`src/rtl/vote_pkg.sv`:
```
// ---------------------------------------------------------------------------
// vote_pkg
// Shared definitions for the vote packet processor: the packet header byte,
// the parser state encoding, the error codes reported on error_code_out and
// a small helper that folds one byte into the running XOR checksum.
// ---------------------------------------------------------------------------
package vote_pkg;

  localparam logic [7:0] HEADER_BYTE = 8'hA5;

  typedef enum logic [1:0] {
    IDLE = 2'd0,
    ID   = 2'd1,
    CAND = 2'd2,
    CSUM = 2'd3
  } vote_state_t;

  typedef enum logic [1:0] {
    ERR_NONE     = 2'd0,
    ERR_BAD_CAND = 2'd1,
    ERR_BAD_CSUM = 2'd2,
    ERR_TIMEOUT  = 2'd3
  } vote_err_t;

  // Fold one received byte into the running checksum.
  function automatic logic [7:0] csum_fold(input logic [7:0] acc, input logic [7:0] data);
    return acc ^ data;
  endfunction

endpackage

```
`src/rtl/vote_tally_bank.sv`:
```
// ---------------------------------------------------------------------------
// vote_tally_bank
// Bank of saturating per-candidate vote counters with a synchronous clear
// and one registered read port.
//   clk_in      : clock
//   rst_in      : asynchronous active-low reset (all tallies and read to 0)
//   clear_in    : zero every tally; takes priority over a same-cycle increment
//   inc_in      : increment the tally selected by inc_idx_in
//   inc_idx_in  : candidate to increment
//   sel_in      : candidate to read
//   tally_out   : registered tally of sel_in (0 for an out-of-range index)
// ---------------------------------------------------------------------------
module vote_tally_bank #(
  parameter int NUM_CANDIDATES = 4,
  parameter int TALLY_WIDTH    = 16,
  localparam int CW = (NUM_CANDIDATES > 1) ? $clog2(NUM_CANDIDATES) : 1
) (
  input  logic                   clk_in,
  input  logic                   rst_in,
  input  logic                   clear_in,
  input  logic                   inc_in,
  input  logic [CW-1:0]          inc_idx_in,
  input  logic [CW-1:0]          sel_in,
  output logic [TALLY_WIDTH-1:0] tally_out
);

  logic [TALLY_WIDTH-1:0] tally_q [NUM_CANDIDATES];
  logic [TALLY_WIDTH-1:0] tally_d [NUM_CANDIDATES];
  logic [TALLY_WIDTH-1:0] rd_q;
  logic [TALLY_WIDTH-1:0] rd_d;

  // Next tally values: clear beats increment, increment saturates at all-ones.
  always_comb begin
    tally_d = tally_q;
    if (clear_in) begin
      for (int i = 0; i < NUM_CANDIDATES; i++) begin
        tally_d[i] = '0;
      end
    end else if (inc_in && (int'(inc_idx_in) < NUM_CANDIDATES)) begin
      if (tally_q[inc_idx_in] != {TALLY_WIDTH{1'b1}}) begin
        tally_d[inc_idx_in] = tally_q[inc_idx_in] + TALLY_WIDTH'(1);
      end else begin
        tally_d[inc_idx_in] = tally_q[inc_idx_in];
      end
    end else begin
      tally_d = tally_q;
    end
  end

  // Read mux; indices beyond the candidate count read as zero.
  always_comb begin
    rd_d = '0;
    if (int'(sel_in) < NUM_CANDIDATES) begin
      rd_d = tally_q[sel_in];
    end else begin
      rd_d = '0;
    end
  end

  // Tally storage and registered read port.
  always_ff @(posedge clk_in or negedge rst_in) begin
    if (!rst_in) begin
      for (int i = 0; i < NUM_CANDIDATES; i++) begin
        tally_q[i] <= '0;
      end
      rd_q <= '0;
    end else begin
      tally_q <= tally_d;
      rd_q    <= rd_d;
    end
  end

  assign tally_out = rd_q;

endmodule

```
`src/rtl/vote_packet_processor.sv`:
```
// ---------------------------------------------------------------------------
// vote_packet_processor
// Parses framed vote packets (A5, voter ID bytes, candidate, XOR checksum)
// from a UART byte stream, validates them and keeps per-candidate tallies.
//   clk_in / rst_in  : clock, asynchronous active-low reset
//   valid_in         : new_byte_in carries a received byte this cycle
//   new_byte_in      : received byte
//   clear_tally_in   : zero all tallies
//   tally_sel_in     : tally index to read
//   tally_out        : registered tally of tally_sel_in
//   vote_out         : candidate of the last accepted vote
//   voter_id_out     : voter ID of the last accepted vote, first byte in MSBs
//   valid_vote_out   : one-cycle pulse, vote accepted
//   error_out        : one-cycle pulse, packet rejected
//   error_code_out   : reason of the last rejection (holds)
// ---------------------------------------------------------------------------
module vote_packet_processor
  import vote_pkg::*;
#(
  parameter int NUM_CANDIDATES = 4,
  parameter int VOTER_ID_BYTES = 2,
  parameter int TALLY_WIDTH    = 16,
  parameter int TIMEOUT_CYCLES = 1_000_000,
  localparam int CW  = (NUM_CANDIDATES > 1) ? $clog2(NUM_CANDIDATES) : 1,
  localparam int IDW = 8 * VOTER_ID_BYTES
) (
  input  logic                   clk_in,
  input  logic                   rst_in,
  input  logic                   valid_in,
  input  logic [7:0]             new_byte_in,
  input  logic                   clear_tally_in,
  input  logic [CW-1:0]          tally_sel_in,
  output logic [TALLY_WIDTH-1:0] tally_out,
  output logic [CW-1:0]          vote_out,
  output logic [IDW-1:0]         voter_id_out,
  output logic                   valid_vote_out,
  output logic                   error_out,
  output logic [1:0]             error_code_out
);

  localparam int BCW = $clog2(VOTER_ID_BYTES + 1);
  localparam int TOW = $clog2(TIMEOUT_CYCLES + 1);

  vote_state_t    state_q, state_d;
  logic [IDW-1:0] id_q, id_d;
  logic [7:0]     cand_q, cand_d;
  logic [7:0]     csum_q, csum_d;
  logic [BCW-1:0] bcnt_q, bcnt_d;
  logic [TOW-1:0] tmo_q, tmo_d;
  logic [CW-1:0]  vote_q, vote_d;
  logic [IDW-1:0] vid_q, vid_d;
  logic           vv_q, vv_d;
  logic           err_q, err_d;
  vote_err_t      code_q, code_d;
  logic           accept_s;
  logic           timeout_s;

  // A silent cycle at the limit aborts the packet; a byte in that cycle wins.
  assign timeout_s = (state_q != IDLE) && !valid_in && (tmo_q == TOW'(TIMEOUT_CYCLES - 1));

  // Parser next state, checksum/ID accumulation, outcome and timeout counter.
  always_comb begin
    state_d  = state_q;
    id_d     = id_q;
    cand_d   = cand_q;
    csum_d   = csum_q;
    bcnt_d   = bcnt_q;
    vote_d   = vote_q;
    vid_d    = vid_q;
    vv_d     = 1'b0;
    err_d    = 1'b0;
    code_d   = code_q;
    accept_s = 1'b0;

    if ((state_q == IDLE) || valid_in || timeout_s) begin
      tmo_d = '0;
    end else begin
      tmo_d = tmo_q + TOW'(1);
    end

    case (state_q)
      IDLE: begin
        if (valid_in && (new_byte_in == HEADER_BYTE)) begin
          state_d = ID;
          csum_d  = 8'h00;
          bcnt_d  = '0;
        end else begin
          state_d = IDLE;
        end
      end
      ID: begin
        if (valid_in) begin
          id_d   = IDW'({id_q, new_byte_in});
          csum_d = csum_fold(csum_q, new_byte_in);
          if (bcnt_q == BCW'(VOTER_ID_BYTES - 1)) begin
            state_d = CAND;
            bcnt_d  = '0;
          end else begin
            bcnt_d = bcnt_q + BCW'(1);
          end
        end else begin
          state_d = ID;
        end
      end
      CAND: begin
        if (valid_in) begin
          cand_d  = new_byte_in;
          csum_d  = csum_fold(csum_q, new_byte_in);
          state_d = CSUM;
        end else begin
          state_d = CAND;
        end
      end
      CSUM: begin
        if (valid_in) begin
          state_d = IDLE;
          if (int'(cand_q) >= NUM_CANDIDATES) begin
            err_d  = 1'b1;
            code_d = ERR_BAD_CAND;
          end else if (new_byte_in != csum_q) begin
            err_d  = 1'b1;
            code_d = ERR_BAD_CSUM;
          end else begin
            accept_s = 1'b1;
            vv_d     = 1'b1;
            vote_d   = cand_q[CW-1:0];
            vid_d    = id_q;
          end
        end else begin
          state_d = CSUM;
        end
      end
      default: begin
        state_d = IDLE;
      end
    endcase

    // Timeout only fires on byte-less cycles, so it never collides with the case actions.
    if (timeout_s) begin
      state_d = IDLE;
      err_d   = 1'b1;
      code_d  = ERR_TIMEOUT;
    end else begin
      err_d = err_d;
    end
  end

  // Parser and output registers.
  always_ff @(posedge clk_in or negedge rst_in) begin
    if (!rst_in) begin
      state_q <= IDLE;
      id_q    <= '0;
      cand_q  <= 8'h00;
      csum_q  <= 8'h00;
      bcnt_q  <= '0;
      tmo_q   <= '0;
      vote_q  <= '0;
      vid_q   <= '0;
      vv_q    <= 1'b0;
      err_q   <= 1'b0;
      code_q  <= ERR_NONE;
    end else begin
      state_q <= state_d;
      id_q    <= id_d;
      cand_q  <= cand_d;
      csum_q  <= csum_d;
      bcnt_q  <= bcnt_d;
      tmo_q   <= tmo_d;
      vote_q  <= vote_d;
      vid_q   <= vid_d;
      vv_q    <= vv_d;
      err_q   <= err_d;
      code_q  <= code_d;
    end
  end

  // The increment is driven in the accept cycle so the bank updates alongside valid_vote_out.
  vote_tally_bank #(
    .NUM_CANDIDATES (NUM_CANDIDATES),
    .TALLY_WIDTH    (TALLY_WIDTH)
  ) u_tally_bank (
    .clk_in     (clk_in),
    .rst_in     (rst_in),
    .clear_in   (clear_tally_in),
    .inc_in     (accept_s),
    .inc_idx_in (cand_q[CW-1:0]),
    .sel_in     (tally_sel_in),
    .tally_out  (tally_out)
  );

  assign vote_out       = vote_q;
  assign voter_id_out   = vid_q;
  assign valid_vote_out = vv_q;
  assign error_out      = err_q;
  assign error_code_out = code_q;

endmodule

```
`config.mk`:
```
export PLATFORM = sky130hd
export DESIGN_NAME = vote_packet_processor
export DESIGN_NICKNAME = d
export VERILOG_FILES = /design/src/rtl/vote_pkg.sv /design/src/rtl/vote_tally_bank.sv /design/src/rtl/vote_packet_processor.sv
export SDC_FILE = /design/constraint.sdc
export NUM_CORES = 1
export LEC_CHECK = 0
export CORE_ASPECT_RATIO = 0.7
export CORE_MARGIN = 10
export CORE_UTILIZATION = 59
export DETAILED_ROUTE_END_ITERATION = 10
export PLACE_DENSITY = 0.8
export REMOVE_ABC_BUFFERS = 1
export SYNTH_ARGS = -nofsm -noshare
export SYNTH_HDL_FRONTEND = slang
export SYNTH_HIERARCHICAL = 1
export SYNTH_SLANG_ARGS = --single-unit
```
`constraint.sdc`:
```
create_clock -name clk_in -period 3.2 [get_ports clk_in]
set_input_delay 0.32 -clock clk_in [delete_from_list [all_inputs] [get_ports clk_in]]
set_output_delay 0.32 -clock clk_in [all_outputs]
set_load 0.01 [all_outputs]
```
==> flow_metrics.tcl, run 1 <==
set metrics [dict create \
    reg2reg_depth 7 \
    path_max_fanout 9 \
    first_pass_iters 5 \
    die_h_um 114 \
    cpMaxStageDelayCell "dfrtp_1" \
    cts-root-buf "clkbuf_16" \
    overflow 0 \
    clkSlewWorstSetupHoldPaths_ns 0.07 \
    post_route_cells_drive_above_1_share_pct 20.8 \
    fin_nets 697 \
    drc 0 \
    path_buf_inv 1 \
    initial_utilization_pct 60.2 \
    leakage_nw 3.79 \
    cts_tree "yes" \
    power_mw 4.77 \
    hpwl_mm 12.0 \
    drv_cap 0 \
    critPathArrivalTime_ns 3.20 \
    setup_tns_ns 0 \
    io_pins 52 \
    avgRoutedWirePerCell_um 21.2 \
    grt_pass1_vias 5701 \
    synth_flop_cell "dfrtp_1" \
    grt_max_degree 86 \
    grt_pass1_wl_mm 30.2 \
    tightest_slew_ns 0.976 \
    path_cells "buf_4 > mux4_2 > nand4_1 > nor2_1 > nand2_1 > mux2i_1 > o21ai_1" \
    ir_worst_vdd_uv 422 \
    crit_family "multiplexers" \
    viasPerCell 6.45 \
    p_per_area_nw_per_um2 540 \
    maxSlewHeadroom_pct 34.7 \
    synth-warning-count 6 \
    cp-start-kind "flip-flop" \
    synth_edf_count 0 \
    r2r-end "u_tally_bank/tally_q[1]" \
    period_share_pct 91.0 \
    status "finished, final reports clean" \
    syn_area_per_cell_um2 12.3 \
    worstPathRequired_ns 3.49 \
    antenna_found_initial 0 \
    worstReg2RegStart "cand_q[0]" \
    path_class "reg2reg" \
    rows 34 \
    hold_viol 0 \
    final_common_cell "dfrtp_1" \
    gp_congestion 1.04 \
    drt_first_iter_violations 584 \
    slew_violations 0 \
    vias 5493 \
    ys_seq_area_share_pct 52.8 \
    totalWireLength_mm 18.1 \
    async_reset_ff_share_pct 100 \
    min_path_type "in2async" \
    core_um2 12400 \
    cts_buffers 17 \
    synthDistinctLibCells 63 \
    setup_violations 0 \
    htreeDepth 4 \
    ys_seq_elements 158 \
    finalClockSkew_ns 0.0120 \
    dieArea_um2 17700 \
    die_w_um 155 \
    cpPeakStageDelay_ns 0.69 \
    io_buffers 51 \
    grt_use_total_pct 21.1 \
    post-route-min-period_ns 2.91 \
    cts.sinks 158 \
    ctsLongestPathBuffers 2 \
    cp-end-kind "flip-flop" \
    insertion_delay_ns 0.42 \
    postRouteAntennaNets 0 \
    startpoint "cand_q[0]" \
    synth_area_um2 7480 \
    syn2layout_area_growth_pct 18.0 \
    ff2ff_setup_slack_ns 0.29 \
    synth_cells 610 \
    antennaDiodeCount 0 \
    rsz0062_at_grt "no" \
    layout_common_cells "158 x dfrtp_1, 56 x nand2_1, 50 x clkdlybuf4s50_1" \
    max_freq_mhz 344 \
]
-- area by class of cell --
cell class,count,area (um2)
timing repair buffer,72,684
tap,162,203
clock buffer,17,425
clock inverter,15,148
inverter,14,52.6
multi-input combinational,413,3360
fill,842,3600
sequential,158,3950
-- power breakdown --
part           leakage (nW)  switching, mW  internal [mW]
Combinational          1.35          0.278          0.260
Clock                 0.279          0.910           1.04
Sequential             2.17          0.126           2.15
-- synth_stat cells, types with 2 or more instances --
master	instances	area, um2
a21boi_0	6	45.0
a21o_1	3	22.5
a21oi_1	17	85.1
a22o_1	40	350
a31oi_1	5	31.3
and2_1	2	12.5
buf_1	6	22.5
buf_2	3	15.0
buf_6	2	22.5
clkbuf_1	13	48.8
dfrtp_1	158	3950
ha_1	7	87.6
inv_1	14	52.6
mux2_2	42	473
mux2i_1	5	50.1
mux4_2	31	698
nand2_1	56	210
nand2_2	2	12.5
nand2b_1	12	75.1
nand3_1	13	65.1
nand3b_1	2	15.0
nand4_1	9	56.3
nor2_1	31	116
nor3_1	7	35.0
nor4_1	7	43.8
nor4_4	2	42.5
o21ai_0	18	90.1
o21ai_1	26	130
o21bai_1	2	15.0
o22ai_1	2	12.5
o31ai_1	7	52.6
or2_2	2	12.5
or3_1	8	50.1
or4_1	4	30.0
xnor2_1	13	114
xor2_1	6	52.6
-- metal layers --
layer / part of all wire [%] / global-route usage [%] / vias up / routed length (um)
met1: 43 / 28.5 / 2770 / 7750
met5: 0 / 0 / - / 0
met2: 46 / 32.4 / 278 / 8330
met3: 9.5 / 6.91 / 27 / 1710
met4: 1.5 / 5.59 / 0 / 265
li1: - / - / 2418 / -
-- worst max-delay path by stage --
stage | end | slack, ns | cells past startpoint
3_3_place_gp | u_tally_bank/tally_q[30] | 0.48 | 7
2_1_floorplan | u_tally_bank/tally_q[16] | 0.36 | 7
6_report | u_tally_bank/tally_q[1] | 0.29 | 7
4_1_cts | u_tally_bank/tally_q[1] | 0.32 | 7
3_5_place_dp | u_tally_bank/tally_q[37] | 0.35 | 7
5_1_grt | u_tally_bank/tally_q[1] | 0.07 | 7
-- metrics by stage --
stage	area, um2	instances	hold slack, ns	setup WS (ns)	utilization, %
finish	8830	851	0.499	0.289	71.1
global placement	8240	818	0.408	0.483	66.4
floorplan	7370	585	0.0244	0.359	-
CTS	8830	851	0.509	0.315	71.1
detailed placement	8240	818	0.425	0.347	66.4
global route	8830	851	0.520	0.0730	71.1
-- flip-flops by register name, summed over array words and instances (netlist names) --
signal	cells
tmo_q	20
bcnt_q	2
csum_q	8
error_code_out	2
valid_vote_out	1
state_q	2
cand_q	8
voter_id_out	16
id_q	16
vote_out	2
u_tally_bank/tally_q	64
u_tally_bank/tally_out	16
error_out	1
-- cells by family after synthesis --
kind of cell | count (synthesis) | synth area share, %
AO/OA/AOI/OAI | 137 | 12.5
XOR/XNOR | 19 | 2.22
adder cells (fa/ha/maj) | 7 | 1.17
buffers and inverters | 39 | 2.26
flip-flops | 158 | 52.8
multiplexers | 79 | 16.7
AND/OR/NAND/NOR | 171 | 12.4
-- repair_timing --
action	CTS	global route
resized for setup	0	0
buffers inserted	0	0
endpoints found under the hold margin	83	0
hold buffers	1	0
(Power assumes the default switching activity.)
==> run 2: changes to the inputs <==
--- a/config.mk
+++ b/config.mk
@@ -11,6 +11,7 @@
 export DETAILED_ROUTE_END_ITERATION = 10
 export PLACE_DENSITY = 0.8
 export REMOVE_ABC_BUFFERS = 1
+export SETUP_SLACK_MARGIN = 0.15
 export SYNTH_ARGS = -nofsm -noshare
 export SYNTH_HDL_FRONTEND = slang
 export SYNTH_HIERARCHICAL = 1
==> flow_metrics.tcl, run 2 (same netlist as run 1, synthesis figures left out) <==
set metrics [dict create \
    critPathArrivalTime_ns 3.03 \
    final_cells 851 \
    grt_pass1_vias 5701 \
    cts-root-buf "clkbuf_16" \
    insertion_delay_ns 0.42 \
    maxSlewHeadroom_pct 34.7 \
    p_per_area_nw_per_um2 540 \
    drv_cap 0 \
    htreeDepth 4 \
    reg_top3 "u_tally_bank/tally_q x64, tmo_q x20" \
    reg2reg_depth 7 \
    largest_reg_flops 64 \
    multi_input_area_um2 3360 \
    cp-start-kind "flip-flop" \
    cpPeakStageDelay_ns 0.59 \
    dp_slack_ns 0.347 \
    cts.sinks 158 \
    vias 5493 \
    r2r-end "u_tally_bank/tally_q[1]" \
    final_common_cell "dfrtp_1" \
    slew_violations 0 \
    top_register "u_tally_bank/tally_q" \
    leakage_nw 3.79 \
    viasPerCell 6.45 \
    setup_tns_ns 0 \
    antennaDiodeCount 0 \
    grt_use_total_pct 21.1 \
    rsz0062_at_grt "no" \
    final_core_util_pct 71.1 \
    post-route-min-period_ns 2.73 \
    grt_pass1_wl_mm 30.2 \
    final-seq-area_um2 3960 \
    core_um2 12400 \
    initial_utilization_pct 60.2 \
    die_h_um 114 \
    overflow 0 \
    rows 34 \
    min_path_type "in2async" \
    first_pass_iters 5 \
    io_pins 52 \
    placedCellCount 818 \
    antenna_found_initial 0 \
    dieArea_um2 17700 \
    postRouteAntennaNets 0 \
    setup_violations 0 \
    hold_viol 0 \
    clkSlewWorstSetupHoldPaths_ns 0.07 \
    grt_max_degree 86 \
    path_class "reg2reg" \
    design_area_um2 8830 \
    worstPathRequired_ns 3.49 \
    fillCellCount 842 \
    path_buf_inv 1 \
    period_share_pct 85.5 \
    avgRoutedWirePerCell_um 21.2 \
    cts_tree "yes" \
    totalWireLength_mm 18.1 \
    place_area_um2 8240 \
    post_route_cells_drive_above_1_share_pct 20.9 \
    fin_nets 697 \
    cp-end-kind "flip-flop" \
    hpwl_mm 12.0 \
    ir_worst_vdd_uv 422 \
    drc 0 \
    cts_setup_buffers 0 \
    cpMaxStageDelayCell "mux4_2" \
    path_max_fanout 9 \
    worstReg2RegStart "cand_q[0]" \
    layout_common_cells "157 x dfrtp_1, 56 x nand2_1, 50 x clkdlybuf4s50_1" \
    io_buffers 51 \
    drt_first_iter_violations 584 \
    status "finished, final reports clean" \
    ff2ff_setup_slack_ns 0.47 \
    die_w_um 155 \
    syn2layout_area_growth_pct 18.0 \
    ctsLongestPathBuffers 2 \
    tightest_slew_ns 0.976 \
    path_cells "buf_4 > mux4_2 > nand4_1 > nor2_1 > nand2_1 > mux2i_1 > o21ai_1" \
    cts_buffers 17 \
    max_freq_mhz 366 \
    gp_congestion 1.04 \
    crit_family "multiplexers" \
    final.setup.worst_slack_ns 0.466 \
    finalClockSkew_ns 0.0120 \
]
run 2: changes by cell type in the layout (fill, tap and decap cells not counted):
cell / previous run / this run
dfrtp_2: 0 / 1
dfrtp_1: 158 / 157
run 2: metal layers:
layer / GRT usage, % / vias to the layer above / wire length (um)
met1: 28.5 / 2770 / 7750
met2: 32.4 / 278 / 8330
li1: - / 2418 / -
met4: 5.59 / 0 / 265
met5: 0 / - / 0
met3: 6.91 / 27 / 1710
run 2: worst max-delay path by stage:
stage                               from                  endpoint  slack [ns]  cells after the start
after global routing           cand_q[0]   u_tally_bank/tally_q[1]        0.28                      7
after detailed placement  new_byte_in[1]  u_tally_bank/tally_q[37]        0.35                      7
after CTS                      cand_q[0]   u_tally_bank/tally_q[1]        0.32                      7
after floorplan                cand_q[7]  u_tally_bank/tally_q[16]        0.36                      7
final                          cand_q[0]   u_tally_bank/tally_q[1]        0.47                      7
after global placement    new_byte_in[3]  u_tally_bank/tally_q[30]        0.48                      7
run 2: area by class of cell:
| cell class | instances | area share, % |
|---|---|---|
| clock inverter | 15 | 1.67 |
| sequential | 158 | 44.8 |
| tap | 162 | 2.30 |
| multi-input combinational | 413 | 38.1 |
| timing repair buffer | 72 | 7.75 |
| clock buffer | 17 | 4.82 |
| inverter | 14 | 0.595 |
run 2: repair_timing:
action / 4_1_cts / 5_1_grt
resized for setup: 0 / 1
hold buffers: 1 / 0
hold endpoints to repair: 83 / 0
endpoints found under the setup margin: 0 / 4
run 2: power by group:
part	leakage [nW]	internal (mW)	switching (mW)	total [mW]
combinational	1.35	0.260	0.278	0.538
sequential	2.16	2.15	0.126	2.28
clock	0.279	1.04	0.910	1.95
total	3.79	3.45	1.31	4.77
run 2: stage by stage:
stage                     hold slack [ns]  total power, mW
after floorplan                    0.0244             2.61
after global routing                0.520             4.97
after detailed placement            0.425             2.85
final                               0.499             4.77
after global placement              0.408             2.81
after CTS                           0.509             4.80
==> run 3: changes to the inputs <==
--- a/config.mk
+++ b/config.mk
@@ -5,11 +5,13 @@
 export SDC_FILE = /design/constraint.sdc
 export NUM_CORES = 1
 export LEC_CHECK = 0
+export CELL_PAD_IN_SITES_DETAIL_PLACEMENT = 1
+export CELL_PAD_IN_SITES_GLOBAL_PLACEMENT = 1
 export CORE_ASPECT_RATIO = 0.7
-export CORE_MARGIN = 10
-export CORE_UTILIZATION = 59
+export CORE_MARGIN = 1
+export CORE_UTILIZATION = 45
 export DETAILED_ROUTE_END_ITERATION = 10
-export PLACE_DENSITY = 0.8
+export PLACE_DENSITY_LB_ADDON = 0.1
 export REMOVE_ABC_BUFFERS = 1
 export SETUP_SLACK_MARGIN = 0.15
 export SYNTH_ARGS = -nofsm -noshare
==> flow_metrics.tcl, run 3 (same netlist as run 1, synthesis figures left out) <==
set metrics [dict create \
    p_seq_share_pct 47.1 \
    insertion_delay_ns 0.43 \
    final_common_cell "dfrtp_1" \
    cp-end-kind "flip-flop" \
    finalClockSkew_ns 0.0105 \
    cts_buffers 17 \
    antenna_found_initial 0 \
    r2r-end "u_tally_bank/tally_q[17]" \
    dp_slack_ns 0.197 \
    cpPeakStageDelay_ns 0.60 \
    postRouteAntennaNets 0 \
    drt_first_iter_violations 375 \
    hpwl_mm 13.6 \
    critPathArrivalTime_ns 3.12 \
    clockPowerShare_pct 41.5 \
    avgRoutedWirePerCell_um 22.3 \
    cts-root-buf "clkbuf_16" \
    io_pins 52 \
    grt_max_degree 74 \
    cts_setup_buffers 0 \
    hold_ws_ns 0.387 \
    worstReg2RegStart "cand_q[0]" \
    die_w_um 156 \
    top_register "u_tally_bank/tally_q" \
    leakage_nw 3.81 \
    design_area_um2 8920 \
    slew_violations 0 \
    path_cells "buf_4 > mux4_2 > nand4_1 > nor2_1 > nand2_1 > mux2i_1 > o21ai_1" \
    fillCellCount 1657 \
    vias 5518 \
    cpMaxStageDelayCell "mux4_2" \
    ir_worst_vdd_uv 359 \
    drc 0 \
    maxSlewHeadroom_pct 54.5 \
    cts.sinks 158 \
    path_class "reg2reg" \
    post_route_cells_drive_above_1_share_pct 20.9 \
    io_buffers 51 \
    drv_cap 0 \
    reg_top3 "u_tally_bank/tally_q x64, tmo_q x20" \
    grt_pass1_vias 5868 \
    setup_tns_ns 0 \
    antennaDiodeCount 0 \
    min_path_type "in2async" \
    hold_viol 0 \
    cp-start-kind "flip-flop" \
    intPower_mw 3.47 \
    totalWireLength_mm 20.4 \
    place_area_um2 8330 \
    cts_tree "yes" \
    post-route-min-period_ns 2.82 \
    setup_violations 0 \
    core_um2 16300 \
    first_pass_iters 4 \
    grt_pass1_wl_mm 33.3 \
    rsz0062_at_grt "no" \
    path_max_fanout 10 \
    layout_common_cells "158 x dfrtp_1, 56 x nand2_1, 50 x clkdlybuf4s50_1" \
    multi_input_area_um2 3360 \
    p_per_area_nw_per_um2 546 \
    post_cts_resized 0 \
    period_share_pct 88.1 \
    clkSlewWorstSetupHoldPaths_ns 0.07 \
    overflow 0 \
    htreeDepth 4 \
    fin_nets 698 \
    gp_congestion 0.835 \
    largest_reg_flops 64 \
    comb_power_share_pct 11.4 \
    syn2layout_area_growth_pct 19.2 \
    die_h_um 110 \
    rows 39 \
    final.setup.worst_slack_ns 0.381 \
    ctsLongestPathBuffers 2 \
    viasPerCell 6.03 \
    initial_utilization_pct 45.9 \
    p_switching_mw 1.40 \
    max_freq_mhz 355 \
    final-seq-area_um2 3950 \
    ff2ff_setup_slack_ns 0.38 \
    tightest_slew_ns 0.676 \
    reg2reg_depth 7 \
    grt_use_total_pct 26.2 \
    status "finished, final reports clean" \
    switching_share_pct 28.8 \
    worstPathRequired_ns 3.50 \
    dieArea_um2 17200 \
]
[run 3: cell types whose count changed in the layout (fill, tap and decap cells not counted)]
| cell | previous run | this run |
|---|---|---|
| inv_8 | 6 | 7 |
| buf_4 | 19 | 20 |
| dfrtp_2 | 1 | 0 |
| inv_6 | 3 | 5 |
| clkinvlp_4 | 2 | 0 |
| dfrtp_1 | 157 | 158 |
| clkinv_2 | 1 | 0 |
[run 3: area by class of cell]
cell class	count	area share (%)
Tap cell	225	3.16
Sequential cell	158	44.3
Clock inverter	15	1.75
Multi-Input combinational cell	413	37.7
Inverter	14	0.589
Timing Repair Buffer	73	7.76
Clock buffer	17	4.77
[run 3: worst max-delay path by stage]
stage	startpoint	endpoint	slack (ns)	cells past startpoint
after CTS	cand_q[0]	u_tally_bank/tally_q[1]	0.39	7
after global routing	cand_q[0]	u_tally_bank/tally_q[17]	0.19	7
final	cand_q[0]	u_tally_bank/tally_q[17]	0.38	7
after detailed placement	new_byte_in[4]	u_tally_bank/tally_q[54]	0.20	7
after floorplan	cand_q[7]	u_tally_bank/tally_q[16]	0.36	7
after global placement	new_byte_in[4]	u_tally_bank/tally_q[56]	0.39	7
[run 3: per-layer routing]
layer  track usage, %  vias up  share of wire (%)
li1                 -     2416                  -
met1             39.4     2906                 50
met2             36.6      160                 43
met3             6.07       36                5.2
met4             9.66        0                2.1
met5                0        -                  0
[run 3: worst max-delay path: cells and delay by family (launching register included)]
kind                   cells  cell delay (ns)
AO/OA/AOI/OAI              1             0.14
buffers and inverters      1             0.29
flip-flops                 1             0.59
multiplexers               2             1.05
AND/OR/NAND/NOR            3             0.63
[run 3: repair_timing]
action                                  in CTS  in global routing
endpoints found under the setup margin       0                  0
hold buffers                                 1                  0
endpoints found under the hold margin       46                  0
[run 3: power by group through the flow]
| stage | Combinational (mW) | Clock [mW] | Sequential [mW] |
|---|---|---|---|
| finish | 0.556 | 2.02 | 2.29 |
| floorplan | 0.318 | 0 | 2.29 |
| global route | 0.607 | 2.15 | 2.32 |
| global placement | 0.534 | 0 | 2.32 |
| detailed placement | 0.554 | 0 | 2.33 |
| CTS | 0.561 | 2.06 | 2.29 |
[run 3: stage by stage]
step	util (%)	power, mW	cells
after CTS	54.7	4.92	915
after floorplan	-	2.61	585
final	54.7	4.87	915
after global routing	54.7	5.07	915
after global placement	51.1	2.85	882
after detailed placement	51.1	2.88	882
